[src/rtl/spi_pkg.sv]
// Shared definitions for the SPI subnode: FSM state encoding, {CKP,CPH} mode
// constants and the default byte width.
package spi_pkg;

    localparam int SPI_DATA_W = 8;

    typedef enum logic {
        IDLE   = 1'b0,
        ACTIVE = 1'b1
    } state_t;

    localparam logic [1:0] MODE0 = 2'b00;
    localparam logic [1:0] MODE1 = 2'b01;
    localparam logic [1:0] MODE2 = 2'b10;
    localparam logic [1:0] MODE3 = 2'b11;

endpackage

[src/rtl/spi_edge_sync.sv]
// 1-bit input conditioner: optional 2-FF synchronizer (SPI_SUBNODE_SYNC_EN)
// followed by a registered edge detector giving level, rise and fall.
module spi_edge_sync #(
    parameter logic RST_VAL = 1'b0
) (
    input  logic clk,
    input  logic rst,
    input  logic din,
    output logic level,
    output logic rise,
    output logic fall
);

    logic lvl_p1;
    logic prev_p2;

`ifdef SPI_SUBNODE_SYNC_EN
    // stage p0: two-flop synchronizer, reset to the pin's idle level
    logic [1:0] sync_p0;

    always_ff @(posedge clk) begin
        if (!rst) sync_p0 <= {2{RST_VAL}};
        else      sync_p0 <= {sync_p0[0], din};
    end

    assign lvl_p1 = sync_p0[1];
`else
    assign lvl_p1 = din;
`endif

    // stage p2: previous level for edge detection
    always_ff @(posedge clk) begin
        if (!rst) prev_p2 <= RST_VAL;
        else      prev_p2 <= lvl_p1;
    end

    assign level = lvl_p1;
    assign rise  = lvl_p1 & ~prev_p2;
    assign fall  = ~lvl_p1 & prev_p2;

endmodule

[src/rtl/spi_subnode.sv]
// SPI subnode endpoint, all four CKP/CPH modes, daisy-chainable shift register.
// Define SPI_SUBNODE_SYNC_EN to add 2-FF synchronizers on SCK, CS and MOSI.
module spi_subnode
    import spi_pkg::*;
#(
    parameter int DATA_W = SPI_DATA_W
) (
    input  logic              clk,
    input  logic              rst,
    input  logic              SCK,
    input  logic              CS,
    input  logic              MOSI,
    input  logic              CKP,
    input  logic              CPH,
    input  logic [DATA_W-1:0] data_sub_in,
    input  logic              load,
    output logic              MISO,
    output logic [DATA_W-1:0] data_rx,
    output logic              rx_valid,
    output logic              busy
);

    localparam int CNT_W = $clog2(DATA_W) + 1;

    logic sck_rise, sck_fall, cs_rise, cs_fall, mosi_s;
    logic unused_sck_lvl, unused_cs_lvl, unused_mosi_rise, unused_mosi_fall;

    spi_edge_sync #(.RST_VAL(1'b0)) u_sck (
        .clk(clk), .rst(rst), .din(SCK),
        .level(unused_sck_lvl), .rise(sck_rise), .fall(sck_fall)
    );

    spi_edge_sync #(.RST_VAL(1'b1)) u_cs (
        .clk(clk), .rst(rst), .din(CS),
        .level(unused_cs_lvl), .rise(cs_rise), .fall(cs_fall)
    );

    spi_edge_sync #(.RST_VAL(1'b0)) u_mosi (
        .clk(clk), .rst(rst), .din(MOSI),
        .level(mosi_s), .rise(unused_mosi_rise), .fall(unused_mosi_fall)
    );

    // Leading edge leaves the CKP level; CPH picks which edge samples.
    logic lead_edge, trail_edge, sample_edge, shift_edge;

    assign lead_edge   = CKP ? sck_fall : sck_rise;
    assign trail_edge  = CKP ? sck_rise : sck_fall;
    assign sample_edge = CPH ? trail_edge : lead_edge;
    assign shift_edge  = CPH ? lead_edge  : trail_edge;

    state_t            state, state_nxt;
    logic [DATA_W-1:0] tx_buf, shreg, tx_src, shreg_in;
    logic [CNT_W-1:0]  bit_cnt;
    logic              miso_bit;

    // Load coinciding with CS fall goes straight into the shift register.
    assign tx_src   = load ? data_sub_in : tx_buf;
    assign shreg_in = {shreg[DATA_W-2:0], mosi_s};

    always_comb begin
        state_nxt = state;
        case (state)
            IDLE:    if (cs_fall) state_nxt = ACTIVE;
            ACTIVE:  if (cs_rise) state_nxt = IDLE;
            default: state_nxt = IDLE;
        endcase
    end

    always_ff @(posedge clk) begin
        if (!rst) begin
            state    <= IDLE;
            tx_buf   <= '0;
            shreg    <= '0;
            bit_cnt  <= '0;
            miso_bit <= 1'b0;
            data_rx  <= '0;
            rx_valid <= 1'b0;
        end else begin
            state    <= state_nxt;
            rx_valid <= 1'b0;
            case (state)
                IDLE: begin
                    if (load) tx_buf <= data_sub_in;
                    if (cs_fall) begin
                        shreg    <= tx_src;
                        bit_cnt  <= '0;
                        miso_bit <= tx_src[DATA_W-1];
                    end else begin
                        miso_bit <= 1'b0;
                    end
                end
                ACTIVE: begin
                    if (cs_rise) begin
                        bit_cnt  <= '0;
                        miso_bit <= 1'b0;
                    end else begin
                        if (sample_edge) begin
                            shreg <= shreg_in;
                            if (bit_cnt == CNT_W'(DATA_W - 1)) begin
                                bit_cnt  <= '0;
                                data_rx  <= shreg_in;
                                rx_valid <= 1'b1;
                            end else begin
                                bit_cnt <= bit_cnt + CNT_W'(1);
                            end
                        end
                        // MISO only moves on the shift edge; with CPH=1 the first
                        // shift edge of a byte re-presents the MSB already there.
                        if (shift_edge) miso_bit <= shreg[DATA_W-1];
                    end
                end
                default: ;
            endcase
        end
    end

    assign MISO = miso_bit;
    assign busy = (state == ACTIVE);

endmodule

[config.mk]
export PLATFORM = sky130hd
export DESIGN_NAME = spi_subnode
export DESIGN_NICKNAME = d
export VERILOG_FILES = /design/src/rtl/spi_pkg.sv /design/src/rtl/spi_edge_sync.sv /design/src/rtl/spi_subnode.sv
export SDC_FILE = /design/constraint.sdc
export NUM_CORES = 1
export LEC_CHECK = 0
export ABC_AREA = 1
export CORE_ASPECT_RATIO = 1.2
export CORE_MARGIN = 2
export CORE_UTILIZATION = 45
export CTS_CLUSTER_SIZE = 40
export DETAILED_ROUTE_END_ITERATION = 10
export PLACE_DENSITY = 0.8
export SLEW_MARGIN = 20
export SYNTH_ARGS = -nofsm -noshare
export SYNTH_HDL_FRONTEND = slang
export SYNTH_HIERARCHICAL = 1
export SYNTH_SLANG_ARGS = --single-unit
[constraint.sdc]
create_clock -name clk -period 2.05 [get_ports clk]
set_input_delay 0.5125 -clock clk [delete_from_list [all_inputs] [get_ports clk]]
set_output_delay 0.5125 -clock clk [all_outputs]
set_load 0.02 [all_outputs]
## After elaboration in Yosys (flattened, before gate mapping)

Index checks and enable logic that the tools add are counted.

- Add/subtract/negate cells: 1
- Equal/unequal tests: 6
- Muxes and demuxes: 22
- Bitwise gates (word level): 12
- Reductions and logical operators: 4

Operator list:

| cell | number |
|---|---|
| $mux 8 | 4 |
| $mux 4 | 4 |
| $pmux 8 s2 | 1 |
| $mux 1 | 10 |
| $not 1->1 | 8 |
| $pmux 4 s2 | 1 |
| $ne 2x2->1 const B | 3 |
| $ne 3x3->1 const B | 2 |
| $add 4x1->4 const B | 1 |
| $and 1x1->1 | 4 |
| $eq 4x3->1 const B | 1 |
| $pmux 1 s2 | 2 |
| $reduce_and 4->1 | 1 |
| $reduce_or 4->1 | 1 |
| $reduce_and 3->1 | 1 |
| $reduce_and 2->1 | 1 |

- Bits in registers: 33
- Bits of input ports: 16
- Output and inout port bits: 11
- Logic and storage cells: 54

## Depth between registers and ports, before layout

- Depth in word-level cells: 7
- Mapped depth: 11
- Depth with buffers taken out: 10

## Modules after synthesis

The synthesis kept the hierarchy.

By module, submodules not included:

| module | times used | cells an instance | area an instance (um^2) | seq. area each (um^2) |
|---|---|---|---|---|
| spi_subnode | 1 | 230 | 1537.7 | 620.6 |
| spi_edge_sync at u_mosi ... | 2 | 8 | 52.6 | 20.0 |
| spi_edge_sync at u_cs | 1 | 7 | 46.3 | 20.0 |

## Worst setup path before layout

No wires, ideal clock.

- Kind: input port to flip-flop
- Start: input port CS
- End: register data_rx[1]
- Setup time: 113 ps
- Arrival time: 1315 ps
- Required time: 1937 ps
- Setup slack: 622 ps
- Stages on the path: 11
- Buffers on the path: 1
- Path through: inv_1 > nor2_1 > inv_1 > nand2_4 > clkinv_4 > nand3_4 > nor2_4 > buf_6 > nand2_1 > nand2_1 > nor2_1

- Word-level cells in the longest chain between the ends: 3

RTL lines:

| item | RTL line | RTL |
|---|---|---|
| start, declared | spi_subnode.sv:11 | `input logic CS,` |
| $and 1x1->1 | spi_edge_sync.sv:38 | `assign rise = lvl_p1 & ~prev_p2;` |
| via cs_rise | spi_subnode.sv:25 | `logic sck_rise, sck_fall, cs_rise, cs_fall, mosi_s;` |
| $not 1->1 (no source line) | - |  |
| $reduce_and 4->1 (no source line) | - |  |
| end signal, assigned | spi_subnode.sv:101 | `data_rx <= shreg_in;` |
| end, declared | spi_subnode.sv:18 | `output logic [DATA_W-1:0] data_rx,` |

The timed path passes the listed nets, and every way through them passes these cells.
A chain may end at the register's enable or synchronous reset.

## Worst setup path in the final report

- Start: register state (netlist: busy)
- End: output port busy

RTL lines:

| item | RTL line | RTL |
|---|---|---|
| start, declared | spi_subnode.sv:51 | `state_t state, state_nxt;` |
| start signal, assigned | spi_subnode.sv:79 | `state <= state_nxt;` |
| end, declared | spi_subnode.sv:20 | `output logic busy` |

No word-level cell between the ends.

==> metrics.txt <==
Hold Path End tx_buf[7]; Die ar. 4119 µm²; cell family with most CP delay buffers and inverters; Final WS setup 0.2953 ns; syn_area_per_cell 6.676 µm²; largest stage delay on the critical path 0.61 ns; # diodes 0; Die Wd 58.93 µm; critical-path cell list clkdlybuf4s50_1; min Tclk post-route 1.755 ns; largest net degree at the start of global routing 19; WP buf/inv 1; maximum clock path buffer count 2; htree depth 2; # Post-CTS Setup Buffers 0; Port-buffer cells 26; Max-Cap Viols 0; clk_lat worst skew 0.28 ns; HP Start tx_buf[7]; # setup viols final 0; final WL 3148 µm; R2R depth 8; R2R setup slack 0.62 ns; DR vias/cell 4.961; fin. max-slew vios 0; Worst Tran Pin Value 0.3875 ns; Nets 288; root buf cell clkbuf_8; Core ar. 3396 µm²; detailed-route via count 1,533; DP Area 1911 µm²; Clock Sinks 33; total gr overflow 0; Pwr Density 717.5 nW/µm²; area grow syn2layout 22.58%; Clock Skews 0.003837 ns; Mapped Cells 244; period utilization 85.59%; Worst Hold Depth 2; total CTS buffers 5; io pins 27; DRT Pass-1 Iters 4; post-CTS sizing 0; Routed wire per std cell 10.19 µm; RSZ-0062 raised after global routing no; Mapped Area 1629 µm²; die height 69.91 µm; Lkg Pwr 0.8804 nW; Ys Warns 6; Max Freq 569.9 MHz; CP arrival 1.24 ns; worst reg2reg path startpoint busy; post-detail-place hpwl 2261 µm; FILL cells 312; # rows 23; critical path type reg -> out; Post-CTS Hold Buffers 0; Crit-path slowest cell clkdlybuf4s50_1; All-Layer GR Usage 17.41%; GP Congestion 0.8273; Power Total 1.433 mW; Max transition margin 74.14%; status finished clean; CTS tree built; post-route cell area 1997 µm²; DRT antenna net count 0; number of global-route vias before repair 1,341; initial DRC count 48; Fin Setup TNS 0 ns; reg2reg end data_rx[3]; worst-path maximum fanout 2; DRC 0; initial antenna violation count 0; Synth Net Count 261; Clock transition at path regs 0.07 ns; layout cell share with drive strength beyond 1 10.29%; peak supply drop 0.3864 mV; first-pass GRT wire length 5699 µm; Fin. Hold Viols 0; starting density of the core 47.97%; Crit path required time 1.54 ns; startpoint types flip-flop; worst hold-check path type reg -> reg; Post-Place Worst Slack 0.01649 ns; Worst Setup End Kind output pin
-- worst min-delay path: stages (launching register included) --
cell     delay, ns
dfxtp_1       0.31
nand2_1       0.05
a21oi_1       0.05
-- metrics by stage --
stage	utilization, %	hold WS, ns	std cells
after floorplan	-	0.4364	244
after global placement	56.26	0.4441	301
after detailed placement	56.26	0.4571	301
after CTS	58.81	0.4676	309
after global routing	58.81	0.4932	309
final	58.81	0.4638	309
-- state kept, by name, indices dropped and copies added (netlist names) --
signal         cells
data_rx            8
shreg              8
tx_buf             8
bit_cnt            4
MISO               1
busy               1
rx_valid           1
u_cs/prev_p2       1
u_sck/prev_p2      1
-- worst max path at each step --
stage                     depth (start not counted)  startpoint  slack, ns          to
after CTS                                         1        busy       0.29        busy
after detailed placement                         10         SCK       0.02  data_rx[7]
after floorplan                                  11          CS       0.62  data_rx[1]
final                                             1        busy       0.30        busy
after global placement                           10         SCK       0.04  data_rx[0]
after global routing                              9         SCK       0.18  data_rx[2]
-- cell type report --
type | count | area, µm² | area share [%]
repair buffers | 30 | 302.8 | 15.16
inverters | 27 | 106.4 | 5.326
multi-input cells | 174 | 794.5 | 39.79
clock buffers | 5 | 68.82 | 3.446
well taps | 37 | 46.29 | 2.318
flip-flops and latches | 33 | 660.6 | 33.08
clock inverters | 3 | 17.52 | 0.8772
-- report_power, final --
group          internal (mW)  leakage, nW  switching [mW]
logic                  0.107        0.566           0.153
clock network          0.234       0.0439           0.239
registers              0.682        0.271          0.0183
total                   1.02        0.880           0.410
-- layout by cell type (no fill, tap or decap), types with 2 or more instances in the layout --
| cell | n |
|---|---|
| buf_4 | 3 |
| dfxtp_1 | 33 |
| clkdlybuf4s50_1 | 26 |
| inv_2 | 4 |
| nor2_2 | 3 |
| o21ai_0 | 14 |
| nand3_2 | 2 |
| clkinv_2 | 2 |
| clkbuf_8 | 5 |
| inv_1 | 22 |
| a21oi_1 | 13 |
| nand2_1 | 60 |
| nor2_1 | 56 |
| nand2_2 | 2 |
| nand3_1 | 14 |
-- metal layers --
layer  global-route usage, %  vias up  part of all wire (%)
li1                        -      805                     -
met1                   22.17      694                    47
met2                   28.02       29                    47
met3                   3.333        5                   3.7
met4                   7.576        0                   1.6
met5                       0        -                     0
Power figures use the tool's default switching activity.
